--- src/rtl/leaf_out_arbiter.sv ---
// Round-robin arbiter that shares the single leaf-to-BFT packet output among the user output
// streams. Each accepted word goes out in a packet tagged with its destination and a per-port sequence number.
module leaf_out_arbiter #(
  parameter int unsigned NUM_OUT_PORTS         = 4,
  parameter int unsigned PAYLOAD_BITS          = 32,
  parameter int unsigned PACKET_BITS           = 49,
  parameter int unsigned NUM_LEAF_BITS         = 5,
  parameter int unsigned NUM_PORT_BITS         = 4,
  parameter int unsigned SEQ_BITS              = 7,
  parameter int unsigned CREDIT_BITS           = 8,
  parameter int unsigned CREDIT_INIT           = 64,
  parameter int unsigned FREESPACE_UPDATE_SIZE = 64,
  localparam int unsigned SEL_BITS = (NUM_OUT_PORTS > 1) ? $clog2(NUM_OUT_PORTS) : 1
) (
  input  logic                                    clk,
  input  logic                                    reset,
  input  logic [NUM_OUT_PORTS*PAYLOAD_BITS-1:0]   din_user2arb,
  input  logic [NUM_OUT_PORTS-1:0]                vld_user2arb,
  output logic [NUM_OUT_PORTS-1:0]                ack_arb2user,
  input  logic                                    cfg_we,
  input  logic [SEL_BITS-1:0]                     cfg_sel,
  input  logic [NUM_LEAF_BITS-1:0]                cfg_leaf,
  input  logic [NUM_PORT_BITS-1:0]                cfg_port,
  input  logic                                    credit_upd,
  input  logic [SEL_BITS-1:0]                     credit_sel,
  output logic [PACKET_BITS-1:0]                  pkt_out,
  output logic                                    pkt_vld,
  input  logic                                    pkt_rdy,
  input  logic                                    resend
);

  localparam logic [CREDIT_BITS:0] CREDIT_MAX = {1'b0, {CREDIT_BITS{1'b1}}};
  localparam logic [CREDIT_BITS:0] CREDIT_ADD = (CREDIT_BITS+1)'(FREESPACE_UPDATE_SIZE);
  localparam logic [SEL_BITS:0]    PORTS_W    = (SEL_BITS+1)'(NUM_OUT_PORTS);

  logic [NUM_OUT_PORTS-1:0]  cfg_valid_q, cfg_valid_d;
  logic [NUM_LEAF_BITS-1:0]  leaf_q   [NUM_OUT_PORTS];
  logic [NUM_LEAF_BITS-1:0]  leaf_d   [NUM_OUT_PORTS];
  logic [NUM_PORT_BITS-1:0]  port_q   [NUM_OUT_PORTS];
  logic [NUM_PORT_BITS-1:0]  port_d   [NUM_OUT_PORTS];
  logic [SEQ_BITS-1:0]       seq_q    [NUM_OUT_PORTS];
  logic [SEQ_BITS-1:0]       seq_d    [NUM_OUT_PORTS];
  logic [CREDIT_BITS-1:0]    credit_q [NUM_OUT_PORTS];
  logic [CREDIT_BITS-1:0]    credit_d [NUM_OUT_PORTS];
  logic [SEL_BITS-1:0]       rr_ptr_q, rr_ptr_d;
  logic [PACKET_BITS-1:0]    pkt_out_q, pkt_out_d;
  logic                      pkt_vld_q, pkt_vld_d;

  logic [PAYLOAD_BITS-1:0]   word_s [NUM_OUT_PORTS];
  logic [NUM_OUT_PORTS-1:0]  eligible_s;
  logic                      free_s;
  logic                      grant_vld_s;
  logic [SEL_BITS-1:0]       grant_idx_s;
  logic [PACKET_BITS-1:0]    packet_s;

  assign pkt_out = pkt_out_q;
  assign pkt_vld = pkt_vld_q;
  assign free_s  = !pkt_vld_q || pkt_rdy;

  // Eligibility and round-robin search starting at rr_ptr; ack is the one-hot grant.
  always_comb begin
    logic [SEL_BITS:0] idx_v;
    idx_v        = '0;
    grant_vld_s  = 1'b0;
    grant_idx_s  = '0;
    ack_arb2user = '0;
    for (int i = 0; i < int'(NUM_OUT_PORTS); i++) begin
      word_s[i]     = din_user2arb[i*PAYLOAD_BITS +: PAYLOAD_BITS];
      eligible_s[i] = vld_user2arb[i] && cfg_valid_q[i] && (credit_q[i] != '0);
    end
    if (free_s && !resend) begin
      for (int k = 0; k < int'(NUM_OUT_PORTS); k++) begin
        idx_v = {1'b0, rr_ptr_q} + (SEL_BITS+1)'(k);
        if (idx_v >= PORTS_W) begin
          idx_v = idx_v - PORTS_W;
        end else begin
          idx_v = idx_v;
        end
        if (!grant_vld_s && eligible_s[idx_v[SEL_BITS-1:0]]) begin
          grant_vld_s = 1'b1;
          grant_idx_s = idx_v[SEL_BITS-1:0];
        end else begin
          grant_vld_s = grant_vld_s;
        end
      end
    end else begin
      grant_vld_s = 1'b0;
    end
    if (grant_vld_s) begin
      ack_arb2user[grant_idx_s] = 1'b1;
    end else begin
      ack_arb2user = '0;
    end
  end

  // Packet assembly uses the destination registered before any same-cycle config write.
  assign packet_s = {1'b1, leaf_q[grant_idx_s], port_q[grant_idx_s], seq_q[grant_idx_s],
                     word_s[grant_idx_s]};

  // Next-state for per-port config, sequence and credit, plus output register and pointer.
  always_comb begin
    logic [CREDIT_BITS:0] sum_v;
    sum_v       = '0;
    cfg_valid_d = cfg_valid_q;
    leaf_d      = leaf_q;
    port_d      = port_q;
    seq_d       = seq_q;
    credit_d    = credit_q;
    rr_ptr_d    = rr_ptr_q;
    pkt_out_d   = pkt_out_q;
    pkt_vld_d   = pkt_vld_q;
    for (int i = 0; i < int'(NUM_OUT_PORTS); i++) begin
      if (cfg_we && (cfg_sel == SEL_BITS'(i))) begin
        cfg_valid_d[i] = 1'b1;
        leaf_d[i]      = cfg_leaf;
        port_d[i]      = cfg_port;
      end else begin
        cfg_valid_d[i] = cfg_valid_q[i];
      end
      // A grant implies credit >= 1, so the decrement cannot underflow.
      sum_v = {1'b0, credit_q[i]};
      if (grant_vld_s && (grant_idx_s == SEL_BITS'(i))) begin
        sum_v    = sum_v - {{CREDIT_BITS{1'b0}}, 1'b1};
        seq_d[i] = seq_q[i] + {{(SEQ_BITS-1){1'b0}}, 1'b1};
      end else begin
        seq_d[i] = seq_q[i];
      end
      if (credit_upd && (credit_sel == SEL_BITS'(i))) begin
        sum_v = (sum_v > CREDIT_MAX - CREDIT_ADD) ? CREDIT_MAX : sum_v + CREDIT_ADD;
      end else begin
        sum_v = sum_v;
      end
      credit_d[i] = sum_v[CREDIT_BITS-1:0];
    end
    if (!resend && free_s) begin
      pkt_vld_d = grant_vld_s;
      if (grant_vld_s) begin
        pkt_out_d = packet_s;
        rr_ptr_d  = (grant_idx_s == SEL_BITS'(NUM_OUT_PORTS - 1)) ? '0
                    : grant_idx_s + {{(SEL_BITS-1){1'b0}}, 1'b1};
      end else begin
        pkt_out_d = pkt_out_q;
      end
    end else begin
      pkt_vld_d = pkt_vld_q;
    end
  end

  // State registers with asynchronous active-low reset.
  always_ff @(posedge clk or negedge reset) begin
    if (!reset) begin
      cfg_valid_q <= '0;
      rr_ptr_q    <= '0;
      pkt_out_q   <= '0;
      pkt_vld_q   <= 1'b0;
      for (int i = 0; i < int'(NUM_OUT_PORTS); i++) begin
        leaf_q[i]   <= '0;
        port_q[i]   <= '0;
        seq_q[i]    <= '0;
        credit_q[i] <= CREDIT_BITS'(CREDIT_INIT);
      end
    end else begin
      cfg_valid_q <= cfg_valid_d;
      rr_ptr_q    <= rr_ptr_d;
      pkt_out_q   <= pkt_out_d;
      pkt_vld_q   <= pkt_vld_d;
      for (int i = 0; i < int'(NUM_OUT_PORTS); i++) begin
        leaf_q[i]   <= leaf_d[i];
        port_q[i]   <= port_d[i];
        seq_q[i]    <= seq_d[i];
        credit_q[i] <= credit_d[i];
      end
    end
  end

endmodule

--- config.mk ---
export PLATFORM = sky130hd
export DESIGN_NAME = leaf_out_arbiter
export DESIGN_NICKNAME = d
export VERILOG_FILES = /design/src/rtl/leaf_out_arbiter.sv
export SDC_FILE = /design/constraint.sdc
export NUM_CORES = 1
export LEC_CHECK = 0
export BUFFER_PORTS_ARGS = -buffer_cell sky130_fd_sc_hd__buf_2
export CAP_MARGIN = 20
export CORE_MARGIN = 2
export CORE_UTILIZATION = 35
export DETAILED_ROUTE_END_ITERATION = 10
export SLEW_MARGIN = 20
export SYNTH_ARGS = -nofsm -noshare
export SYNTH_HDL_FRONTEND = slang
export SYNTH_SLANG_ARGS = --single-unit
--- constraint.sdc ---
create_clock -name clk -period 6.8 [get_ports clk]
set_clock_uncertainty 0.05 [all_clocks]
set_input_delay 0.34 -clock clk [delete_from_list [all_inputs] [get_ports clk]]
set_output_delay 0.34 -clock clk [all_outputs]
set_load 0.01 [all_outputs]
==> impl_metrics.csv <==
group,metric,value,unit
clock_network,clk_pin_slew,0.07,ns
placement,port_buffers,204,
clock_network,htreeDepth,4,
floorplanning,core_area,0.0233,mm2
finish,fillCellCount,2234,
synth,synth.distinct_cells,67,
timing,max_freq,194,MHz
pwr,power_density,335,mW/mm2
clock_network,root_buffer,"clkbuf_16",
placement,gp_congestion,0.796,
floorplanning,pin_count,205,
finish,drive_above_1_share,32.4,%
synth,yosys-top-cells-area,"dfrtp_1, mux2i_1, mux2_2, a221oi_1, xnor2_1",
worst_setup_path,crit_required,7.01,ns
synth,avgSynthCellArea,10.8,um2
timing,max_slew_margin,33.7,%
route,dr_total_vias,6524,
timing,period_needed,5.15,ns
route,wl_met3,1100,um
synth,synthCells,763,
global_routing,antenna_found_initial,2,
finish,fin_nets,1122,
route,drt-vias-per-instance,5.06,
floorplanning,rows,56,
timing,worst_slack,1.65,ns
synth,yosys_most_used_dff,"dfrtp_1",
worst_setup_path,path_class,"reg2reg",
pwr,p_int,0.00219,W
route,wirelength,20300,um
timing,slew_violations,0,
clock_network,numCtsBuffers,17,
global_routing,grt_first_pass_wirelength,31600,um
route,wl_met2,9590,um
floorplanning,die_area,0.0248,mm2
route,ant_nets,0,
clock_network,clkLatencyLatePin,0.42,ns
route,drt-met1-wl,9190,um
synth,syn_nets,930,
pwr,switching_share,35.9,%
route,drt_first_pass_iters,4,
timing,setup_tns,0,ns
route,routed.top_layer,"met4",
placement,dp_slack,1.65,ns
finish,instances_no_fill,1289,
global_routing,grt_pass1_vias,6272,
pwr,p_leak,4.92,nW
pwr,p_clk_share,26.6,%
global_routing,grt_use_total,16.2,%
synth,syn-cell-area,0.00824,mm2
synth,synth_edf_count,0,
job,maxCapViolations,0,
clock_network,clockBufferDepth,2,
synth,synth_top_area_share,44.9,%
pwr,seqPwrFrac,40.7,%
outcome,status,"finished clean",
synth,async_reset_ff_share,100,%
synth,synth.yosys.seq_area_share,46.2,%
synth,yosys_warnings,0,
route,route.detailed.drc,0,
placement,dp_hpwl,14400,um
floorplanning,die_w,157,um
finish,multiInputGateArea,0.00425,mm2
finish,post-route-util,43.9,%
pwr,power.total,0.00341,W
route,drt_iter0_drc,274,
worst_setup_path,worstSetupStartpointType,"flip-flop",
finish,synthToLayoutAreaGrowth,23.8,%
global_routing,overflow,0,
floorplanning,die-height,157,um
timing,hold_violations,0,
synth,synth-seq-cells,152,
timing,worstMarginPinSlew,0.990,ns
floorplanning,initial_core_util,35.4,%
worst_setup_path,end_kind,"flip-flop",
pwr,p_sw,0.00122,W
clock_network,cts.sinks,152,
pwr,p_comb_share,32.6,%
finish,regArea,0.00381,mm2
synth,synth_top_area_cell,"dfrtp_1",
timing,finalCritPeriodShare,75.7,%
clock_network,cts_resized,0,
timing,rsz0062_at_grt,"false",
route,route.detailed.wl_per_inst,15.8,um
worst_hold_path,min_path_type,"in2reg",
timing,setup_viol,0,
clock_network,tritoncts,"built",
global_routing,grt_max_degree,92,
placement,dp.cells,1254,
worst_setup_path,cp.arrival,5.36,ns
worst_setup_path,cp_max_fo,49,
pwr,ir_worst_vdd,136,uV
## area by class of cell
cell class              count  area share (%)
diodes                      2          0.0490
clock buffers              18            4.30
clock inverters            14            1.29
inverters                  25           0.920
multi-input cells         548            41.6
flip-flops and latches    152            37.3
well taps                 319            3.91
repair buffers            211            10.6
## final timing paths
check / slack (ns) / startpoint / end / cells past startpoint
max: 1.65 / credit_q[24] / credit_q[25] / 16
min: 0.14 / cfg_port[3] / port_q[11] / 2
max reg2reg: 1.65 / credit_q[24] / credit_q[25] / 16
min reg2reg: 0.42 / seq_q[6] / seq_q[6] / 1
max in group asynchronous: 4.92 / reset / pkt_out[27] / 3
min in group asynchronous: 0.51 / reset / credit_q[15] / 2
## per-stage QoR
stage               instance area [um2]  hold slack, ns
finish                            10200           0.141
global route                      10200           0.117
CTS                               10200           0.121
detailed placement                 9620           0.410
global placement                   9620           0.408
floorplan                          8240        -0.00559
## critical path, stage by stage, from the launching register on
cell      delay, ns
dfrtp_1        0.42
inv_1          0.08
ha_1           0.20
or4b_4         0.51
o311ai_1       0.67
nor3_1         0.15
a21oi_1        0.15
nor2_1         0.08
o221ai_4       0.20
buf_4          0.69
ha_1           0.45
nand3_1        0.13
xor2_1         0.30
ha_1           0.22
a31oi_1        0.10
o211ai_1       0.42
o211ai_1       0.16
## layer usage
metal	vias up	track usage (%)
met5	-	0
met4	0	5.76
met3	22	3.72
met2	169	27.2
met1	3130	20.4
li1	3203	-
## cell usage in the layout (no fill, tap or decap), drive strengths merged, types with 4 or more instances in the layout
| master | n |
|---|---|
| buf | 210 |
| dfrtp | 148 |
| mux2i | 98 |
| nor2 | 72 |
| nand2 | 63 |
| a221oi | 48 |
| mux2 | 41 |
| xnor2 | 33 |
| inv | 32 |
| xor2 | 25 |
| clkbuf | 18 |
| ha | 16 |
| nand4 | 13 |
| a21oi | 10 |
| nand3 | 10 |
| nor3 | 9 |
| or2 | 8 |
| nor4 | 7 |
| o211ai | 7 |
| o21ai | 7 |
| nand2b | 6 |
| or3 | 6 |
| clkinv | 6 |
| nand3b | 4 |
| dfstp | 4 |
| nor3b | 4 |
## state kept, by name, indices dropped and copies added (netlist names)
signal / count
cfg_valid_q: 4
credit_q: 32
leaf_q: 20
pkt_out: 49
pkt_vld: 1
port_q: 16
rr_ptr_q: 2
seq_q: 28
## timing repair
item / CTS / global route
setup buffers: 0 / 0
hold buffers: 1 / 0
endpoints found under the hold margin: 76 / 0
## power by group through the flow
stage	clock [W]	sequential [W]	combinational, W
after floorplan	0	0.00141	0.000712
after global placement	0	0.00140	0.00111
after detailed placement	0	0.00141	0.00113
after CTS	0.000939	0.00139	0.00113
after global routing	0.000972	0.00143	0.00125
final	0.000909	0.00139	0.00111
## logic make-up (layout without fill, tap and decap cells)
| kind of cell | Yosys count | in the layout | synth area share (%) |
|---|---|---|---|
| and+or+nand+nor | 221 | 221 | 13.0 |
| DFF | 152 | 152 | 46.2 |
| muxes | 139 | 139 | 17.5 |
| AOI/OAI and AO/OA | 114 | 114 | 11.6 |
| buffers and inverters | 63 | 268 | 3.05 |
| xor gates and xnor gates | 58 | 58 | 6.16 |
| adders and majority gates | 16 | 16 | 2.43 |
| other | 0 | 2 | 0 |
## synth_stat cells, types with 3 or more instances
library cell / number
nor3_1: 9
nand4_1: 13
a221oi_1: 48
mux2_2: 41
a31o_2: 3
buf_2: 11
nor2b_1: 3
nand2_1: 63
dfstp_2: 4
dfrtp_1: 148
ha_1: 16
o21ai_0: 7
nor4b_1: 3
a31oi_1: 3
nand3b_1: 4
mux2i_1: 98
nand2b_1: 6
nor2_1: 72
o211ai_1: 7
o22ai_1: 3
clkbuf_1: 24
and3_1: 3
xnor2_1: 33
nor3b_1: 4
xor2_1: 25
nor4_1: 7
or3_1: 6
a21oi_1: 10
or2_2: 8
nand3_1: 10
a211oi_1: 3
inv_1: 22
Note: power is estimated with default switching activity, not from simulation.
